$ cat src/rtl/chip_valve_sequencer.sv
// -----------------------------------------------------------------------------
// chip_valve_sequencer
//
// Purpose:
//   Control-layer sequencer for the parametrised ChIP chip. One accepted command
//   opens a reagent inlet plus the in/out valves of one ring and lets them settle.
//   It then runs the 3-phase peristaltic pump for a given number of strokes,
//   closes everything and lets it settle again, optionally flushes the ring, and
//   finally reports completion.
//
//   Sequence: IDLE -> OPEN -> PUMP -> CLOSE -> [FLUSH] -> DONE -> IDLE
//
// Optional feature:
//   CHIP_FLUSH_EN  when defined, a FLUSH state follows a normal (non-aborted)
//                  CLOSE and drives ctrl_flush[ring] for FLUSH_CYCLES clocks.
//                  When undefined, ctrl_flush is tied to 0.
//
// Ports:
//   clk            system clock
//   rst            asynchronous reset, active-high
//   cmd_valid      command request
//   cmd_ready      high only in IDLE; a command is accepted on cmd_valid & cmd_ready
//   cmd_ring       target ring index
//   cmd_inlet      source inlet index
//   cmd_strokes    number of pump strokes to run (0 skips pumping)
//   cmd_reverse    run the pump pattern backwards
//   abort          terminate the current command (honoured in OPEN/PUMP only)
//   ctrl_inlet     inlet valve open, one-hot or 0
//   ctrl_ring_in   ring inlet valve open, one-hot or 0
//   ctrl_ring_out  ring outlet valve open, one-hot or 0
//   ctrl_pump      pump chambers pressurised (1 = closed)
//   ctrl_flush     ring flush valve open, one-hot or 0
//   busy           command in progress
//   done           1-cycle pulse: command completed or aborted
//   err            1-cycle pulse: command rejected (index out of range)
//   aborted        1-cycle pulse, coincident with done when the command was aborted
//
// All outputs are registered.
// -----------------------------------------------------------------------------
module chip_valve_sequencer #(
    parameter int NUM_RINGS    = 6,
    parameter int NUM_INLETS   = 5,
    parameter int STROKE_W     = 8,
    parameter int PUMP_DIV     = 4,
    parameter int SETTLE       = 8,
    parameter int FLUSH_CYCLES = 16,
    localparam int RING_W      = (NUM_RINGS  > 1) ? $clog2(NUM_RINGS)  : 1,
    localparam int INLET_W     = (NUM_INLETS > 1) ? $clog2(NUM_INLETS) : 1
) (
    input  logic                  clk,
    input  logic                  rst,
    input  logic                  cmd_valid,
    output logic                  cmd_ready,
    input  logic [RING_W-1:0]     cmd_ring,
    input  logic [INLET_W-1:0]    cmd_inlet,
    input  logic [STROKE_W-1:0]   cmd_strokes,
    input  logic                  cmd_reverse,
    input  logic                  abort,
    output logic [NUM_INLETS-1:0] ctrl_inlet,
    output logic [NUM_RINGS-1:0]  ctrl_ring_in,
    output logic [NUM_RINGS-1:0]  ctrl_ring_out,
    output logic [2:0]            ctrl_pump,
    output logic [NUM_RINGS-1:0]  ctrl_flush,
    output logic                  busy,
    output logic                  done,
    output logic                  err,
    output logic                  aborted
);

    // One shared interval counter serves the settle, pump-phase and flush timers,
    // so it is sized for the longest of the three.
    localparam int MAX_A   = (SETTLE > PUMP_DIV) ? SETTLE : PUMP_DIV;
    localparam int MAX_CNT = (MAX_A > FLUSH_CYCLES) ? MAX_A : FLUSH_CYCLES;
    localparam int CNT_W   = $clog2(MAX_CNT + 1);

    typedef enum logic [2:0] {
        S_IDLE,
        S_OPEN,
        S_PUMP,
        S_CLOSE,
        S_FLUSH,
        S_DONE
    } state_t;

    // Pump chamber pattern P0..P5 of one peristaltic stroke.
    function automatic logic [2:0] pump_pattern(input logic [2:0] phase);
        logic [2:0] pat;
        case (phase)
            3'd0:    pat = 3'b011;
            3'd1:    pat = 3'b001;
            3'd2:    pat = 3'b101;
            3'd3:    pat = 3'b100;
            3'd4:    pat = 3'b110;
            3'd5:    pat = 3'b010;
            default: pat = 3'b000;
        endcase
        return pat;
    endfunction

    state_t                state_q, state_d;
    logic [CNT_W-1:0]      cnt_q, cnt_d;
    logic [2:0]            step_q, step_d;
    logic [STROKE_W-1:0]   strokes_q, strokes_d;
    logic [RING_W-1:0]     ring_q, ring_d;
    logic [INLET_W-1:0]    inlet_q, inlet_d;
    logic                  reverse_q, reverse_d;
    logic                  abort_flag_q, abort_flag_d;

    logic                  ready_q, ready_d;
    logic                  busy_q, busy_d;
    logic                  done_q, done_d;
    logic                  err_q, err_d;
    logic                  aborted_q, aborted_d;
    logic [NUM_INLETS-1:0] inlet_v_q, inlet_v_d;
    logic [NUM_RINGS-1:0]  ring_in_q, ring_in_d;
    logic [NUM_RINGS-1:0]  ring_out_q, ring_out_d;
    logic [2:0]            pump_q, pump_d;
    logic [NUM_RINGS-1:0]  flush_q, flush_d;

    logic                  cmd_bad;
    logic [2:0]            phase_d;

    assign cmd_bad = (32'(cmd_ring) >= 32'(NUM_RINGS)) || (32'(cmd_inlet) >= 32'(NUM_INLETS));

    // Next-state logic.
    // NOTE: every signal driven here gets a default first, so no path leaves a
    // value unassigned and no latch is inferred.
    always_comb begin
        state_d      = state_q;
        cnt_d        = cnt_q + 1'b1;
        step_d       = step_q;
        strokes_d    = strokes_q;
        ring_d       = ring_q;
        inlet_d      = inlet_q;
        reverse_d    = reverse_q;
        abort_flag_d = abort_flag_q;
        err_d        = 1'b0;

        case (state_q)
            S_IDLE: begin
                cnt_d = '0;
                // cmd_ready is high throughout IDLE, so cmd_valid alone means accept.
                // abort is deliberately not looked at here.
                if (cmd_valid) begin
                    if (cmd_bad) begin
                        err_d = 1'b1;
                    end else begin
                        ring_d       = cmd_ring;
                        inlet_d      = cmd_inlet;
                        strokes_d    = cmd_strokes;
                        reverse_d    = cmd_reverse;
                        abort_flag_d = 1'b0;
                        step_d       = '0;
                        state_d      = S_OPEN;
                    end
                end
            end

            S_OPEN: begin
                if (abort) begin
                    abort_flag_d = 1'b1;
                    cnt_d        = '0;
                    state_d      = S_CLOSE;
                end else if (cnt_q == CNT_W'(SETTLE - 1)) begin
                    cnt_d   = '0;
                    step_d  = '0;
                    state_d = (strokes_q == '0) ? S_CLOSE : S_PUMP;
                end
            end

            S_PUMP: begin
                if (abort) begin
                    abort_flag_d = 1'b1;
                    cnt_d        = '0;
                    state_d      = S_CLOSE;
                end else if (cnt_q == CNT_W'(PUMP_DIV - 1)) begin
                    cnt_d = '0;
                    if (step_q == 3'd5) begin
                        // Stroke finished: count it down; the last one leaves PUMP.
                        step_d    = '0;
                        strokes_d = strokes_q - 1'b1;
                        if (strokes_q == STROKE_W'(1)) begin
                            state_d = S_CLOSE;
                        end
                    end else begin
                        step_d = step_q + 1'b1;
                    end
                end
            end

            S_CLOSE: begin
                if (cnt_q == CNT_W'(SETTLE - 1)) begin
                    cnt_d   = '0;
                    state_d = S_DONE;
`ifdef CHIP_FLUSH_EN
                    if (!abort_flag_q) begin
                        state_d = S_FLUSH;
                    end
`endif
                end
            end

            S_FLUSH: begin
                if (cnt_q == CNT_W'(FLUSH_CYCLES - 1)) begin
                    cnt_d   = '0;
                    state_d = S_DONE;
                end
            end

            S_DONE: begin
                cnt_d   = '0;
                state_d = S_IDLE;
            end

            default: begin
                cnt_d   = '0;
                state_d = S_IDLE;
            end
        endcase
    end

    // Outputs are decoded from the next state and captured in flops, so the pads
    // change on the same edge as the state they belong to.
    always_comb begin
        ready_d    = (state_d == S_IDLE);
        busy_d     = (state_d == S_OPEN) || (state_d == S_PUMP) ||
                     (state_d == S_CLOSE) || (state_d == S_FLUSH);
        done_d     = (state_d == S_DONE);
        aborted_d  = (state_d == S_DONE) && abort_flag_d;
        inlet_v_d  = '0;
        ring_in_d  = '0;
        ring_out_d = '0;
        pump_d     = '0;
        flush_d    = '0;
        // Reverse walks P0,P5,P4,..,P1: phase = (6 - step) mod 6.
        phase_d    = (reverse_d && (step_d != '0)) ? (3'd6 - step_d) : step_d;

        if ((state_d == S_OPEN) || (state_d == S_PUMP)) begin
            inlet_v_d  = NUM_INLETS'(1) << inlet_d;
            ring_in_d  = NUM_RINGS'(1) << ring_d;
            ring_out_d = NUM_RINGS'(1) << ring_d;
        end
        if (state_d == S_PUMP) begin
            pump_d = pump_pattern(phase_d);
        end
`ifdef CHIP_FLUSH_EN
        if (state_d == S_FLUSH) begin
            flush_d = NUM_RINGS'(1) << ring_d;
        end
`endif
    end

    // NOTE: sequential state uses non-blocking assignments so every flop samples
    // values from before the edge, independent of statement order.
    always_ff @(posedge clk or posedge rst) begin
        if (rst) begin
            state_q      <= S_IDLE;
            cnt_q        <= '0;
            step_q       <= '0;
            strokes_q    <= '0;
            ring_q       <= '0;
            inlet_q      <= '0;
            reverse_q    <= 1'b0;
            abort_flag_q <= 1'b0;
            ready_q      <= 1'b1;
            busy_q       <= 1'b0;
            done_q       <= 1'b0;
            err_q        <= 1'b0;
            aborted_q    <= 1'b0;
            inlet_v_q    <= '0;
            ring_in_q    <= '0;
            ring_out_q   <= '0;
            pump_q       <= '0;
            flush_q      <= '0;
        end else begin
            state_q      <= state_d;
            cnt_q        <= cnt_d;
            step_q       <= step_d;
            strokes_q    <= strokes_d;
            ring_q       <= ring_d;
            inlet_q      <= inlet_d;
            reverse_q    <= reverse_d;
            abort_flag_q <= abort_flag_d;
            ready_q      <= ready_d;
            busy_q       <= busy_d;
            done_q       <= done_d;
            err_q        <= err_d;
            aborted_q    <= aborted_d;
            inlet_v_q    <= inlet_v_d;
            ring_in_q    <= ring_in_d;
            ring_out_q   <= ring_out_d;
            pump_q       <= pump_d;
            flush_q      <= flush_d;
        end
    end

    assign cmd_ready     = ready_q;
    assign busy          = busy_q;
    assign done          = done_q;
    assign err           = err_q;
    assign aborted       = aborted_q;
    assign ctrl_inlet    = inlet_v_q;
    assign ctrl_ring_in  = ring_in_q;
    assign ctrl_ring_out = ring_out_q;
    assign ctrl_pump     = pump_q;
    assign ctrl_flush    = flush_q;

endmodule
$ cat config.mk
export PLATFORM = sky130hd
export DESIGN_NAME = chip_valve_sequencer
export DESIGN_NICKNAME = d
export VERILOG_FILES = /design/src/rtl/chip_valve_sequencer.sv
export SDC_FILE = /design/constraint.sdc
export NUM_CORES = 1
export LEC_CHECK = 0
export CORE_UTILIZATION = 56
export DETAILED_ROUTE_END_ITERATION = 7
export PLACE_DENSITY = 0.85
export SETUP_SLACK_MARGIN = 0.3
export SLEW_MARGIN = 20
export SYNTH_ARGS = -nofsm -noshare
export SYNTH_HDL_FRONTEND = slang
export SYNTH_SLANG_ARGS = --single-unit
$ cat constraint.sdc
create_clock -name clk -period 7.14 [get_ports clk]
set_clock_uncertainty 0.15 [all_clocks]
set_input_delay 0.714 -clock clk [delete_from_list [all_inputs] [get_ports clk]]
set_output_delay 0.714 -clock clk [all_outputs]
set_load 0.01 [all_outputs]
[Yosys cells after proc, flatten, opt, wreduce, memory -nomap -nowiden]
Index checks and enable logic that the tools add are counted.
Word-level totals
  flip-flop bits (word level): 46
  output and inout bits: 31
Cells by class
  add/sub/neg operators: 4
  order comparisons: 2
  equality and inequality tests: 24
  shift-type cells: 2
  mux-type cells: 53
  reduce and logical (&&, ||, !) cells: 14
Operators with widths (count)
  $mux 3: 25
  $mux 8: 5
  $mux 5: 6
  $pmux 5 s4: 1
  $eq 3x2->1 const B: 6
  $eq 3x3->1 const B: 6
  $pmux 3 s6: 1
  $pmux 8 s2: 1
  $pmux 3 s5: 1
  $mux 1: 10
  $ne 2x2->1 const B: 5
  $eq 3x1->1 const B: 3
  $logic_not 3->1: 3
  $pmux 3 s3: 1
  $eq 8x1->1 const B: 1
  $logic_not 8->1: 1
  $sub 8x1->8 const B: 1
  $ge 3x3->1 const B: 2
  $mux 6: 1
  $reduce_and 6->1: 1
  $shl 1x3->6 const A: 1
  $add 5x1->5 const B: 1
  $eq 5x2->1 const B: 1
  $eq 5x3->1 const B: 1
  10 further kinds: 14

[Logic depth before layout (Yosys ltp)]
Gate-level depths: netlist of run 1.
  word-level depth: 11
  gate-level depth with buffers: 11

[Least setup slack after synthesis of run 1]
Ideal clock, no wire load.
  path kind: register -> register
  from: register cnt_q[0]
  to: register pump_q[2], in the netlist ctrl_pump[2]
  setup time: 0.079 ns
  data arrival time: 2.665 ns
  data required time: 6.911 ns
  path slack: 4.246 ns
  cell stages (with the launch flop): 11
  path buffers: 0
  clock period less this slack: 2.894 ns
  cell sequence: dfrtp_1 ha_1 or4b_1 nor3_1 nor2_1 a41oi_1 inv_1 ha_1 a32oi_1 mux2i_1 mux2i_1
Between the ends
  word-level cells in the longest chain between the ends: 10
  elaborated cells on any way between the ends: 28
  classes of those cells: add/sub: 1; eq/ne: 9; mux: 15; reduce/logical: 3
RTL lines
  from (decl): line 101  | logic [CNT_W-1:0] cnt_q, cnt_d;
  from (signal assigned): line 277  | cnt_q <= cnt_d;
  $eq 5x2->1 or $eq 5x3->1 (tied branches): line 176, 164
  $mux 3, on equally long branches: line 176, 164
  $mux 3, on equally long branches: line 172, 160
  $pmux 3 s3 *: line 139  | case (state_q)
  branches (longest 2 deep; another with $sub 3x3->3)
  $mux 3 *: line 236  | phase_d = (reverse_d && (step_d != '0)) ? (3'd6 - step_d) : step_d;
  named net phase_d[0]: line 121  | logic [2:0] phase_d;
  $eq 3x3->1 (tied with other cells): line 88  | case (phase)
  $pmux 3 s6 *: line 88
  $mux 3 *: line 243  | if (state_d == S_PUMP) begin
  named net pump_d[2]: line 117  | logic [2:0] pump_q, pump_d;
  to (signal assigned): line 292  | pump_q <= pump_d;
  to (decl): line 117
Mark *: on every way through the listed nets, which the timed path passes.
A chain may end at the register's enable or synchronous reset.

[Final worst setup path of run 1]
  from: register state_q[0]
  to: register pump_q[2], in the netlist ctrl_pump[2]
Between the ends
  word-level cells in the longest chain between the ends: 8
  elaborated cells on any way between the ends: 31
  classes of those cells: add/sub: 1; eq/ne: 10; mux: 16; reduce/logical: 4
RTL lines
  from (decl): line 100  | state_t state_q, state_d;
  from (signal assigned): line 276  | state_q <= state_d;
  branches (longest 4 deep; another with $sub 3x3->3)
  $mux 3 *: line 236
  named net phase_d[0]: line 121
  $eq 3x3->1 (tied with other cells): line 88
  $pmux 3 s6 *: line 88
  $mux 3 *: line 243
  named net pump_d[2]: line 117
Marks and branches as above.

==> results.cfg, run 1 <==
[outcome]
status = completed

[critical_path]
critical_path_class = flop to flop
crit_chain = or3b_1 -> nor3_1 -> nor2_1 -> a41oi_1 -> inv_1 -> ha_1 -> a32oi_1 -> mux2i_1 -> mux2i_1
path_delay_family = simple AND/OR/NAND/NOR gates
reg2reg_depth = 9
cp_num_cells = 9
critPathRequiredTime_ns = 7.22
rrSetupSlack_ns = 3.78
path_max_fanout = 23
cp.buffers_inverters = 1
arrival_ns = 3.44
critPathMostFrequentCell = mux2i_1
critPathMaxStageDelay_ns = 0.75
endpoint_kind = flop
crit_slowest_cell = or3b_1
start_kind = flop

[grt]
grt_antenna_before_repair = 0
grt_max_degree = 47
grt_pass1_wl_microns = 8650
grt_pass1_vias = 1895
grt-ovfl-total = 0
track_usage = 0.224

[yosys]
netlist_instances = 249
syn_area_per_cell_sq_um = 10.3
synth_warnings = 0
synthArstFlopShare = 1.00
ys_ff_latch = 46
synth_edf_count = 0
syn_area_sq_um = 2570
yosys_most_used_dff = dfrtp_1
yosysSeqAreaShare = 0.448
ys_types = 65

[clock_tree]
clock_path_buffers = 2
cts_hold_buf = 0
post_cts_resized = 0
root_buffer = clkbuf_8
cts-buffers-inserted = 5
clk_latency_ns = 0.31
cts_sinks = 46
cts_tree = built
post-cts-setup-buffers = 0
htreeDepth = 2
clkTransAtPathRegs_ns = 0.09

[floorplanning]
core_sq_um = 4380
ioPinCount = 50
die_h_microns = 69.7
die_area_sq_um = 4860
floorplan.initialDensity = 0.586
rows = 24
die_w_microns = 69.7

[power_and_ir_drop]
power_mw = 1.07
leakagePower_nw = 1.33
power.density_nw_per_um2 = 353
peakVddDrop_mv = 0.179

[final_layout]
stdcell_area_sq_um = 3040
area_growth_pct = 18.3
stdcell_count = 336
final_nets = 310
drive_gt1_frac = 0.106
final_cell_mix = dfrtp_1, clkdlybuf4s50_1, nor2_1, inv_1, nand2_1
final_core_util = 0.693
final_common_cell = dfrtp_1
diodes = 0

[detailed_routing]
route.detailed.wl_per_inst_microns = 14.9
drtIter0Drc = 125
wl_microns = 5000
avgViaCountPerCell = 5.83
vias = 1960
ant_nets = 0
dr.pass1.iters = 4
drc = 0

[placement]
post-place-ws_ns = 3.55
dp_cells = 328
placed_area_sq_um = 2950
hpwlAfterDp_microns = 3640
port_buffers = 43
gp_congestion = 0.915

[sta]
finalMaxSlewViolations = 0
setup_viol_count_final = 0
tns_ns = 0
holdWs_ns = 0.320
setup_ws_ns = 3.78
slew_headroom = 0.535
worst_pin_slew_ns = 0.698
post-route-min-period_ns = 3.36
fmax_ghz = 0.298
rsz0062_at_grt = no
period_share = 0.470
hold_viol = 0

[hold_path]
hold_depth = 1
worstHoldPathType = flop to flop

[job]
max_cap_viol_count = 0
synthesized netlist by cell type (all sizes together), types with 3 or more instances:
cell type	number	area (sq um)
a21oi	10	50.1
a22oi	3	22.5
a32oi	3	26.3
and2	3	18.8
buf	17	124
clkbuf	5	18.8
dfrtp	45	1130
ha	8	100
inv	20	75.1
mux2i	6	72.6
nand2	12	45.0
nand3	9	45.0
nand4	3	18.8
nor2	20	77.6
nor2b	5	31.3
nor3	11	60.1
nor3b	6	61.3
nor4	7	71.3
nor4b	3	38.8
o21ai	12	60.1
final timing paths:
| kind | start | to |
|---|---|---|
| worst min register to register | cnt_q[0] | cnt_q[0] |
| max in group asynchronous | rst | cmd_ready |
| worst min-delay path | cnt_q[0] | cnt_q[0] |
| worst max register to register | state_q[0] | ctrl_pump[2] |
| worst max-delay path | state_q[0] | ctrl_pump[2] |
| min in group asynchronous | rst | reverse_q |
cell families (layout without fill, tap and decap cells):
kind of cell,after synthesis,count (layout),synth area share
simple gates,88,88,0.226
compound gates,53,53,0.153
flops,46,46,0.448
buf+inv,42,72,0.0847
fa+ha+maj,8,8,0.0389
mux,8,8,0.0370
xor+xnor,3,3,0.0102
other cells,1,6,0.00146
flip-flops by register name (all words and copies together), names as in the netlist, 3 cells and up:
signal	count
ctrl_ring_out	6
ring_q	3
cnt_q	5
ctrl_inlet	5
inlet_q	3
ctrl_pump	3
strokes_q	8
state_q	3
step_q	3
cell type report:
type	instances	area, sq um
clock buffer	5	68.8
clock inverter	3	21.3
fill	369	1350
inverter	20	75.1
multi-input combinational	166	1220
sequential	46	1150
tap	52	65.1
timing repair buffer	44	438
worst reg2reg max path, cell delays in order, from the launching register on:
cell	delay (ns)
dfrtp_1	0.56
or3b_1	0.75
nor3_1	0.24
nor2_1	0.06
a41oi_1	0.45
inv_1	0.09
ha_1	0.21
a32oi_1	0.21
mux2i_1	0.35
mux2i_1	0.21
per-layer routing:
layer / track usage / wire length (microns) / share of wire
met4: 0.0844 / 109 / 0.022
met1: 0.292 / 2180 / 0.44
met2: 0.374 / 2450 / 0.49
met3: 0.0422 / 258 / 0.052
met5: 0 / 0 / 0
power breakdown:
part           switching (mW)  internal [mW]
Clock                  0.0913         0.0688
Sequential             0.0770          0.340
Combinational           0.281          0.215
Total                   0.449          0.624
Note: power is estimated with default switching activity, not from simulation.
==> run 2: changes to the inputs <==
Settings changed: CORE_UTILIZATION 56 to 52, PLACE_DENSITY 0.85 to 0.8.
Clock period 7.14 ns to 3.09 ns, I/O delays scaled along.
==> results.cfg, run 2 (synthesis results as in run 1) <==
[outcome]
status = completed

[placement]
port_buffers = 43
gp_congestion = 0.943
hpwlAfterDp_microns = 3740

[job]
max_cap_viol_count = 0

[power_and_ir_drop]
p_comb_frac = 0.480
p_sw_frac = 0.399
power.density_nw_per_um2 = 843
intPower_mw = 1.65
peakVddDrop_mv = 0.435
seqPwrFrac = 0.355
p_clk_frac = 0.165
leakagePower_nw = 1.42
power_switching_mw = 1.10
power_mw = 2.75

[sta]
finalMaxSlewViolations = 0
tns_ns = 0
rsz0062_at_grt = yes
setup_viol_count_final = 0
post-route-min-period_ns = 2.74
fmax_ghz = 0.365
worst_pin_slew_ns = 0.585
hold_viol = 0
slew_headroom = 0.610
period_share = 0.886

[final_layout]
final_common_cell = clkdlybuf4s50_1
final_nets = 321
largest_reg_flops = 8
top_register = strokes_q
area_growth_pct = 27.0
final_cell_mix = clkdlybuf4s50_1, dfrtp_1, nor2_1, inv_1, nand2_1
drive_gt1_frac = 0.190
fillers = 370
diodes = 0

[critical_path]
path_delay_family = compound AO/OA/AOI/OAI gates
start_kind = flop
critical_path_class = flop to flop
arrival_ns = 2.81
critPathRequiredTime_ns = 3.16
endpoint_kind = flop
path_max_fanout = 5
crit_slowest_cell = or4b_4
critPathMaxStageDelay_ns = 0.51
cp.buffers_inverters = 1
crit_chain = ha_4 -> or4b_4 -> o21ai_1 -> a41oi_2 -> buf_4 -> ha_1 -> a21oi_2 -> nand4b_1 -> a211o_1 -> mux2i_1

[grt]
grt-ovfl-total = 0
grt_antenna_before_repair = 0
grt_max_degree = 47
grt_pass1_vias = 1959
grt_pass1_wl_microns = 9020
track_usage = 0.224

[floorplanning]
core_sq_um = 4750
rows = 25
ioPinCount = 50
die_area_sq_um = 5230
floorplan.initialDensity = 0.541
die_h_microns = 72.3
die_w_microns = 72.3

[detailed_routing]
top_layer = met4
wl_microns = 5400
vias = 2025
wl_met3_microns = 219
route.detailed.wl_per_inst_microns = 15.0
ant_nets = 0
wl_met1_microns = 2440
drtIter0Drc = 82
avgViaCountPerCell = 5.61
drc = 0
wl_met2_microns = 2690
dr.pass1.iters = 4

[clock_tree]
clock_path_buffers = 2
cts_tree = built
clk_latency_ns = 0.30
cts_sinks = 46
cts-buffers-inserted = 5
root_buffer = clkbuf_8
clkTransAtPathRegs_ns = 0.08
htreeDepth = 2

[hold_path]
worstHoldPathType = input pin to asynchronous set/reset pin
run 2: through the flow:
stage	setup slack (ns)	std cells	utilization	hold WS, ns	instance area (sq um)
final	0.353	361	0.687	0.315	3260
after global routing	0.180	361	0.687	0.366	3260
after CTS	0.305	358	0.671	0.342	3190
after detailed placement	0.113	350	0.637	0.313	3030
after global placement	0.246	350	0.637	0.300	3030
after floorplan	0.325	254	-	0.288	2600
run 2: worst min-delay path: stages:
cell and delay (ns):
clkdlybuf4s50_1 0.40, clkinv_1 0.05, buf_4 0.47
run 2: cell type report:
type | count | area [sq um] | area share
Clock inverter | 1 | 30.0 | 0.00920
Tap cell | 67 | 83.8 | 0.0257
Multi-Input combinational cell | 166 | 1300 | 0.399
Clock buffer | 6 | 82.6 | 0.0253
Timing Repair Buffer | 55 | 533 | 0.163
Sequential cell | 46 | 1160 | 0.355
Inverter | 20 | 75.1 | 0.0230
run 2: worst paths after layout:
| kind | slack [ns] | startpoint | to | depth (start not counted) |
|---|---|---|---|---|
| min | 0.32 | rst | ctrl_inlet[0] | 3 |
| max in group asynchronous | 2.04 | rst | state_q[2] | 3 |
| max | 0.35 | cnt_q[0] | ctrl_pump[2] | 10 |
| max reg2reg | 0.35 | cnt_q[0] | ctrl_pump[2] | 10 |
| min in group clk | 0.34 | abort_flag_q | abort_flag_q | 1 |
| min reg2reg | 0.34 | abort_flag_q | abort_flag_q | 1 |
run 2: repair_timing:
item,4_1_cts,5_1_grt
resized for setup,8,10
pin swaps,0,6
hold buffers,0,0
setup endpoints to repair,4,10
setup buffers,1,3
run 2: power by group through the flow:
stage | registers, mW | logic (mW) | clock network (mW)
6_report | 0.977 | 1.32 | 0.453
5_1_grt | 1.00 | 1.46 | 0.486
4_1_cts | 0.965 | 1.26 | 0.459
3_5_place_dp | 0.965 | 1.20 | 0
3_3_place_gp | 0.961 | 1.16 | 0
2_1_floorplan | 0.934 | 0.916 | 0
run 2: routing by layer:
metal,GRT usage,vias to the layer above
li1,-,966
met1,0.287,992
met2,0.386,61
met3,0.0472,6
met4,0.0566,0
met5,0,-
